File: config.mk
export PLATFORM = sky130hd
export DESIGN_NAME = i2s_tx_tdm_channel
export DESIGN_NICKNAME = d
export VERILOG_FILES = /design/src/rtl/i2s_tx_pkg.sv /design/src/rtl/i2s_tx_word_serializer.sv /design/src/rtl/i2s_tx_tdm_channel.sv
export SDC_FILE = /design/constraint.sdc
export NUM_CORES = 1
export LEC_CHECK = 0
export BUFFER_PORTS_ARGS = -buffer_cell sky130_fd_sc_hd__buf_2
export CAP_MARGIN = 25
export CELL_PAD_IN_SITES_DETAIL_PLACEMENT = 1
export CELL_PAD_IN_SITES_GLOBAL_PLACEMENT = 2
export CORE_UTILIZATION = 38
export DETAILED_ROUTE_END_ITERATION = 6
export HOLD_SLACK_MARGIN = 0.08
export PLACE_DENSITY = 0.85
export SYNTH_ARGS = -nofsm -noshare
export SYNTH_HDL_FRONTEND = slang
export SYNTH_SLANG_ARGS = --single-unit
File: constraint.sdc
create_clock -name sck_i -period 8.05 [get_ports sck_i]
set_input_delay 1.61 -clock sck_i [delete_from_list [all_inputs] [get_ports sck_i]]
set_output_delay 1.61 -clock sck_i [all_outputs]
set_load 0.02 [all_outputs]
File: src/rtl/i2s_tx_pkg.sv
// rtl/i2s_tx_pkg.sv - shared state encoding and default sizing for the TDM transmitter
package i2s_tx_pkg;

  localparam int DATA_W_DEF    = 32;
  localparam int MAX_SLOTS_DEF = 8;
  localparam int OFFSET_W_DEF  = 9;

  typedef enum logic [2:0] {
    IDLE,
    PRELOAD,
    WAIT_FS,
    OFFSET,
    SHIFT
  } state_t;

endpackage

File: src/rtl/i2s_tx_word_serializer.sv
// rtl/i2s_tx_word_serializer.sv - current-word register, bit counter and registered serial output
module i2s_tx_word_serializer #(
  parameter int DATA_W = 32,
  localparam int BW    = $clog2(DATA_W)
) (
  input  logic              clk,
  input  logic              rstn,
  input  logic              clear,
  input  logic              load,
  input  logic              first,
  input  logic              advance,
  input  logic [DATA_W-1:0] load_data,
  input  logic [BW-1:0]     num_bits,
  input  logic              lsb_first,
  output logic              last_bit,
  output logic              sd
);

  logic [DATA_W-1:0] cur;
  logic [DATA_W-1:0] word;
  logic [BW-1:0]     cnt;
  logic [BW-1:0]     cnt_inc;
  logic [BW-1:0]     first_idx;
  logic [BW-1:0]     next_idx;

  // cnt is the index of the bit currently on sd, so last_bit is true during the final bit
  assign cnt_inc   = cnt + BW'(1);
  assign first_idx = lsb_first ? '0 : num_bits;
  assign next_idx  = lsb_first ? cnt_inc : num_bits - cnt_inc;
  assign word      = load ? load_data : cur;
  assign last_bit  = (cnt == num_bits);

  always_ff @(posedge clk) begin
    if (!rstn || clear) begin
      cur <= '0;
      cnt <= '0;
      sd  <= 1'b0;
    end else begin
      if (load) cur <= load_data;
      if (first) begin
        cnt <= '0;
        sd  <= word[first_idx];
      end else if (advance) begin
        cnt <= cnt_inc;
        sd  <= cur[next_idx];
      end else begin
        sd  <= 1'b0;
      end
    end
  end

endmodule

File: src/rtl/i2s_tx_tdm_channel.sv
// rtl/i2s_tx_tdm_channel.sv - TDM/DSP serial transmitter with frame-sync offset and shadow word
// Build option I2S_TX_REPEAT_ON_UNDERRUN_EN: an underrun slot re-sends the last loaded word.
module i2s_tx_tdm_channel
  import i2s_tx_pkg::*;
#(
  parameter int DATA_W    = DATA_W_DEF,
  parameter int MAX_SLOTS = MAX_SLOTS_DEF,
  parameter int OFFSET_W  = OFFSET_W_DEF
) (
  input  logic                         sck_i,
  input  logic                         rstn_i,
  input  logic                         fs_i,
  output logic                         sd_o,
  input  logic [DATA_W-1:0]            fifo_data_i,
  input  logic                         fifo_data_valid_i,
  output logic                         fifo_data_ready_o,
  output logic                         tx_ready_o,
  output logic                         fifo_err_o,
  output logic                         frame_err_o,
  input  logic                         cfg_en_i,
  input  logic [$clog2(DATA_W)-1:0]    cfg_num_bits_i,
  input  logic [$clog2(MAX_SLOTS)-1:0] cfg_num_slots_i,
  input  logic                         cfg_lsb_first_i,
  input  logic [OFFSET_W-1:0]          cfg_offset_i
);

  localparam int BW = $clog2(DATA_W);
  localparam int SW = $clog2(MAX_SLOTS);

  state_t              state, state_next;
  logic [DATA_W-1:0]   shadow, load_data;
  logic                shadow_valid;
  logic [SW-1:0]       slot;
  logic [OFFSET_W-1:0] off_cnt;
  logic [BW-1:0]       nb_q, num_bits;
  logic [SW-1:0]       ns_q, num_slots;
  logic                lsb_q, lsb_first;
  logic [OFFSET_W-1:0] off_q, offset;
  logic                wait_fs, last_bit, final_slot;
  logic                ld, first, advance, clear, slot_clr, slot_inc, off_start, off_inc, ferr;
  logic                begin_frame, restart, pop, underrun;

  // Live configuration is used on the frame-start edge itself, the captured copy afterwards
  assign wait_fs   = (state == WAIT_FS);
  assign num_bits  = wait_fs ? cfg_num_bits_i  : nb_q;
  assign num_slots = wait_fs ? cfg_num_slots_i : ns_q;
  assign lsb_first = wait_fs ? cfg_lsb_first_i : lsb_q;
  assign offset    = wait_fs ? cfg_offset_i    : off_q;

  assign final_slot        = !(slot < num_slots);
  assign fifo_data_ready_o = rstn_i && (state != IDLE) && cfg_en_i && !shadow_valid;
  assign tx_ready_o        = (state == WAIT_FS) || (state == OFFSET) || (state == SHIFT);
  assign pop               = ld && shadow_valid;
  assign underrun          = ld && !shadow_valid;

`ifdef I2S_TX_REPEAT_ON_UNDERRUN_EN
  logic [DATA_W-1:0] last_word;
  assign load_data = shadow_valid ? shadow : last_word;
  always_ff @(posedge sck_i) begin
    if (!rstn_i || !cfg_en_i) last_word <= '0;
    else if (pop)             last_word <= shadow;
  end
`else
  assign load_data = shadow_valid ? shadow : '0;
`endif

  always_ff @(posedge sck_i) begin
    if (!rstn_i) state <= IDLE;
    else         state <= state_next;
  end

  always_comb begin
    state_next  = state;
    ld          = 1'b0;
    first       = 1'b0;
    advance     = 1'b0;
    clear       = 1'b0;
    slot_clr    = 1'b0;
    slot_inc    = 1'b0;
    off_start   = 1'b0;
    off_inc     = 1'b0;
    ferr        = 1'b0;
    begin_frame = 1'b0;
    restart     = 1'b0;
    if (!cfg_en_i) begin
      state_next = IDLE;
      clear      = 1'b1;
    end else begin
      case (state)
        IDLE:    state_next = PRELOAD;
        PRELOAD: if (shadow_valid) state_next = WAIT_FS;
        WAIT_FS: if (fs_i) begin_frame = 1'b1;
        OFFSET: begin
          if (fs_i) begin
            restart = 1'b1;
          end else if (off_cnt == offset) begin
            first      = 1'b1;
            state_next = SHIFT;
          end else begin
            off_inc = 1'b1;
          end
        end
        SHIFT: begin
          if (fs_i && last_bit && final_slot) begin
            begin_frame = 1'b1;
          end else if (fs_i) begin
            restart = 1'b1;
          end else if (last_bit && !final_slot) begin
            slot_inc = 1'b1;
            ld       = 1'b1;
            first    = 1'b1;
          end else if (last_bit) begin
            state_next = WAIT_FS;
          end else begin
            advance = 1'b1;
          end
        end
        default: state_next = IDLE;
      endcase
      // A new frame loads the shadow word; a misplaced fs re-sends the current word
      if (begin_frame || restart) begin
        ld       = begin_frame;
        ferr     = restart;
        slot_clr = 1'b1;
        if (offset == '0) begin
          first      = 1'b1;
          state_next = SHIFT;
        end else begin
          off_start  = 1'b1;
          state_next = OFFSET;
        end
      end
    end
  end

  always_ff @(posedge sck_i) begin
    if (!rstn_i) begin
      shadow       <= '0;
      shadow_valid <= 1'b0;
      slot         <= '0;
      off_cnt      <= '0;
      nb_q         <= '0;
      ns_q         <= '0;
      lsb_q        <= 1'b0;
      off_q        <= '0;
      fifo_err_o   <= 1'b0;
      frame_err_o  <= 1'b0;
    end else begin
      fifo_err_o  <= underrun;
      frame_err_o <= ferr;
      if (!cfg_en_i) begin
        shadow_valid <= 1'b0;
      end else if (fifo_data_valid_i && fifo_data_ready_o) begin
        shadow       <= fifo_data_i;
        shadow_valid <= 1'b1;
      end else if (pop) begin
        shadow_valid <= 1'b0;
      end
      if (slot_clr)      slot <= '0;
      else if (slot_inc) slot <= slot + SW'(1);
      if (off_start)    off_cnt <= OFFSET_W'(1);
      else if (off_inc) off_cnt <= off_cnt + OFFSET_W'(1);
      if (wait_fs) begin
        nb_q  <= cfg_num_bits_i;
        ns_q  <= cfg_num_slots_i;
        lsb_q <= cfg_lsb_first_i;
        off_q <= cfg_offset_i;
      end
    end
  end

  i2s_tx_word_serializer #(.DATA_W(DATA_W)) u_serializer (
    .clk      (sck_i),
    .rstn     (rstn_i),
    .clear    (clear),
    .load     (ld),
    .first    (first),
    .advance  (advance),
    .load_data(load_data),
    .num_bits (num_bits),
    .lsb_first(lsb_first),
    .last_bit (last_bit),
    .sd       (sd_o)
  );

endmodule
# Yosys cells after proc, flatten, opt, wreduce, memory -nomap -nowiden
# Cells that the tools add are included.
[totals]
mem_count = 0
romBits = 0
input_bits = 55
word_cells = 129
reg_bits = 106
ramBits = 0
latchBits = 0
out_inout_bits = 5
[op_classes]
n_eq_ne = 14
muxes = 64
magnitude_cmp = 3
multipliers = 0
div_mod_pow = 0
shift = 0
bitwise_logic = 1
addsub = 4
n_reduce_logical = 28
[op_table]
columns = ["operator", "count"]
rows = [
  ["two-way mux 32 bit", 2],
  ["two-way mux 1 bit", 42],
  ["two-way mux 3 bit", 10],
  ["two-way mux 5 bit", 3],
  ["!= test 3 x 2 -> 1 bit (second input constant)", 5],
  ["one-hot mux 3 bit (5 select lines)", 1],
  ["less-than comparator 5 x 6 -> 1 bit (second input constant)", 2],
  ["binary-select mux 1 bit (select 5 bit)", 2],
  ["adder 9 x 1 -> 9 bit (second input constant)", 1],
  ["equality test 9 bit", 1],
  ["logical AND 1 bit", 9],
  ["zero test 9 bit", 1],
  ["two-way mux 9 bit", 1],
  ["AND reduction 8 bit", 1],
  ["equality test 3 x 2 -> 1 bit (second input constant)", 2],
  ["one-hot mux 1 bit (2 select lines)", 3],
  ["OR reduction 2 bit", 3],
  ["adder 5 x 1 -> 5 bit (second input constant)", 1],
  ["equality test 5 bit", 1],
  ["subtractor 5 bit", 1],
  ["logical OR 1 bit", 4],
  ["AND reduction 2 bit", 2],
  ["nonzero test 2 bit", 2],
  ["adder 3 x 1 -> 3 bit (second input constant)", 1],
  ["11 further kinds", 13],
]

# Logic depth before layout (Yosys ltp)
[logic_depth]
ltp_word = 15
mapped_depth = 19
mapped_depth_nobuf = 13

# Cells and area by module
# From an unflattened synthesis, not the netlist that was laid out.
[unflattened]
hier_cells = 718
hier_area_um2 = 5998.3
[by_module_without_submodules]
columns = ["module", "instances", "cells_per_inst", "seq_area_each_um2", "area_per_inst_um2"]
rows = [
  ["i2s_tx_tdm_channel", 1, 423, 1361.3, 3372.0],
  ["i2s_tx_word_serializer", 1, 295, 760.7, 2626.3],
]

# Least setup slack after synthesis
# OpenSTA, ideal clock, no wires.
[synth_path]
path_kind = "in2reg"
from = "in cfg_num_bits_i[0]"
to = "reg u_serializer.sd"
required_time_ns = 7.962
cell_stages = 12
t_arrival_ns = 4.478
path_buffers = 0
setup_time_ns = 0.088
slack_ns = 3.484
cell_sequence = "mux2_2 -> inv_1 -> ha_1 -> a2111oi_1 -> o22ai_2 -> or3_4 -> nor3_4 -> o2111ai_1 -> a311o_1 -> o22ai_1 -> a221oi_2 -> o32ai_2"
[synth_between]
elab_chain_cells = 14
elab_cells_between_ends = 38
classes_between = "add/sub: 1; eq/ne: 1; mux: 32; reduce/logical: 4"
[synth_lines]
columns = ["element", "line_no", "text"]
rows = [
  ["start: declaration", "i2s_tx_tdm_channel.sv:21", "input logic [$clog2(DATA_W)-1:0] cfg_num_bits_i,"],
  ["two-way mux 5 bit *", "-", ""],
  ["equality test 5 bit", "i2s_tx_word_serializer.sv:31", "assign last_bit = (cnt == num_bits);"],
  ["logical AND 1 bit (2 in a row)", "i2s_tx_tdm_channel.sv:104", "if (fs_i && last_bit && final_slot) begin"],
  ["two-way mux 1 bit", "i2s_tx_tdm_channel.sv:104", ""],
  ["one-hot mux 1 bit (2 select lines)", "i2s_tx_tdm_channel.sv:89", "case (state)"],
  ["two-way mux 1 bit", "i2s_tx_tdm_channel.sv:85", "if (!cfg_en_i) begin"],
  ["logical OR 1 bit", "i2s_tx_tdm_channel.sv:121", "if (begin_frame || restart) begin"],
  ["two-way mux 1 bit", "i2s_tx_tdm_channel.sv:121", ""],
  ["two-way mux 1 bit", "i2s_tx_tdm_channel.sv:85", ""],
  ["two-way mux 32 bit", "i2s_tx_word_serializer.sv:30", "assign word = load ? load_data : cur;"],
  ["binary-select mux 1 bit (select 5 bit)", "i2s_tx_word_serializer.sv:42", "sd <= word[first_idx];"],
  ["two-way mux 1 bit (implied by the code)", "i2s_tx_word_serializer.sv:42", ""],
  ["two-way mux 1 bit *", "i2s_tx_word_serializer.sv:40", "if (first) begin"],
  ["end signal: assignment", "i2s_tx_word_serializer.sv:42", ""],
  ["end signal: assignment", "i2s_tx_word_serializer.sv:45", "sd <= cur[next_idx];"],
  ["end: declaration", "i2s_tx_word_serializer.sv:16", "output logic sd"],
]
# Mark *: on every way between the ends. The rest lies on a longest branch, timed or not. The select of a mux whose other input is x is not followed.
# A chain may end at the register's enable or synchronous reset.

# Worst setup path after layout
# Same ends and word-level chain as after synthesis.

==> results.toml <==
[run_status]
run_status = "complete, no violations"

[logic_synthesis]
postSynthCellCount = 740
async_reset_ff_frac = 0
synth_nets = 805
synth.distinct_cells = 66
ys_seq_area_frac = 0.357
syn_area_per_cell_um2 = 8.03
ys_ff_latch = 106
netlist_area_um2 = 5940
synth_flop_cell = "dfxtp_1"
synth_edf_count = 0
yosysWarnings = 0

[drt]
wl_um = 18100
vias_per_cell = 5.68
ant_nets = 0
dr.first_iter.drc_count = 299
via_count = 5465
dr.pass1.iters = 4
wl_met1_um = 8350
post-route-drc-count = 0
top_layer_used = "met4"
routedWlPerCell_um = 18.8
wl_met2_um = 8680
wl_met3_um = 671

[grt]
grt_pass1_vias = 5783
grt_overflow = 0
antenna_found_initial = 0
grt_max_degree = 58
grt_pass1_wl_um = 29800
grt_usage = 0.235

[worst_setup_path]
path_class = "in2reg"
critical_path.startpoint = "cfg_num_bits_i[0]"
crit_path_end_kind = "register"
cp_max_fo = 23
cp.required_ns = 8.32
cp.arrival_ns = 5.80
r2r_start = "state[0]$_SDFFE_PN0P_"
start_kind = "input port"
rrSetupSlack_ns = 2.56

[die]
die_h_um = 127
design.core.area_um2 = 15200
start_util = 0.391
ioPinCount = 60
die-area_um2 = 16100
die_width_um = 127
rows = 45

[sta]
min_period_over_period = 0.686
maxSlewViolCount = 0
relSlewSlack = 0.263
finalHoldViolations = 0
finalSetupViolations = 0
skew_ns = 0.0148
tightest_slew_ns = 1.11
setup_tns_ns = 0
fin_crit_ns = 5.52
hold_slack_ns = 0.474
max_freq_ghz = 0.181
rsz0062_at_grt = "false"

[worst_hold_path]
hp-class = "reg2reg"
min_from = "u_serializer.cur[0]$_SDFF_PN0_"

[finish]
drive_gt1_frac = 0.150
num_antenna_cells = 0
nets = 834
layout_common_cells = "nand2_1 (155), dfxtp_1 (105), buf_2 (59)"
syn2layout_area_growth_pct = 12.5
final_common_cell = "nand2_1"

[clocking]
cts_buffers = 9
h-tree-depth = 3
post_cts_resized = 0
ctsHoldBuffers = 0
cts_sinks = 106
post-cts-setup-buffer-count = 0
clkLatencyLatePin_ns = 0.37
cts_max_path_buffers = 2
clk_pin_slew_ns = 0.07
cts_tree = "built"
cts-root-buf = "clkbuf_16"

[power_and_ir_drop]
peakVddDrop_v = 0.0000963
power_leakage_nw = 2.41
p_per_area_nw_per_um2 = 165
finalPower_mw = 1.11

[placement]
port-buffer-count = 59
hpwl_um = 13000
gp_congestion = 0.903

[run]
cap_violations = 0
per-stage QoR:
step | setup slack (ns) | util | instances | cell area [um^2]
final | 2.53 | 0.440 | 962 | 6680
after global routing | 2.14 | 0.440 | 962 | 6680
after CTS | 2.14 | 0.434 | 959 | 6600
after detailed placement | 1.77 | 0.415 | 943 | 6300
after global placement | 2.09 | 0.415 | 943 | 6300
after floorplan | 3.48 | - | 740 | 5940
worst paths after layout:
check / end / cells past startpoint
hold reg to reg: u_serializer.cur[0]$_SDFF_PN0_ / 2
setup / recovery: u_serializer.sd$_SDFF_PN0_ / 14
hold / removal: u_serializer.cur[0]$_SDFF_PN0_ / 2
setup reg to reg: u_serializer.sd$_SDFF_PN0_ / 14
cell type report:
class	instances	area, um^2
clock inverters	7	68.8
multi-input cells	573	3570
clock buffers	9	225
flip-flops and latches	106	2120
inverters	12	45.0
well taps	188	235
repair buffers	67	415
fillers	1866	8520
state kept, by name, indices dropped and copies added, names as in the netlist, 3 cells and up:
name	cells
nb_q	5
ns_q	3
off_cnt	9
off_q	9
shadow	32
slot	3
state	3
u_serializer.cnt	5
u_serializer.cur	32
power by group:
group / switching, mW / total (mW) / internal, mW
sequential: 0.00450 / 0.533 / 0.529
clock: 0.211 / 0.452 / 0.241
combinational: 0.0723 / 0.119 / 0.0470
total: 0.288 / 1.11 / 0.817
critical path, cell delays in order:
cell and delay (ns):
buf_2 0.09, mux2_2 0.36, inv_1 0.12, ha_1 0.28, a2111oi_1 0.42, o22ai_2 0.20
nor3_2 0.50, nand2_2 0.39, nand2_1 0.43, buf_16 0.21, a311oi_1 0.11, o41ai_1 0.62
a221oi_2 0.14, o32ai_2 0.29
Yosys cell counts (15+ instances only):
library cell	instances	area [um^2]
a21oi_1	54	270
a21boi_0	33	248
xor2_1	16	140
nand3_1	43	215
nor2b_1	21	131
o21ai_0	15	75.1
mux2i_1	22	220
nand2_1	155	582
xnor2_1	16	140
nor2_1	43	161
clkbuf_1	35	131
dfxtp_1	106	2120
layer usage:
layer | vias up | GRT usage
met5 | - | 0
met4 | 0 | 0.0826
met3 | 25 | 0.0473
met2 | 109 | 0.398
met1 | 2672 | 0.297
li1 | 2659 | -
cells by family after synthesis:
logic type,count (synthesis),synth area share
AOI/OAI and AO/OA,166,0.192
xor gates and xnor gates,32,0.0472
adders and majority gates,10,0.0223
buffers and inverters,61,0.0434
DFF,106,0.357
muxes,36,0.0796
and+or+nand+nor,329,0.258
Note: power is estimated with default switching activity, not from simulation.
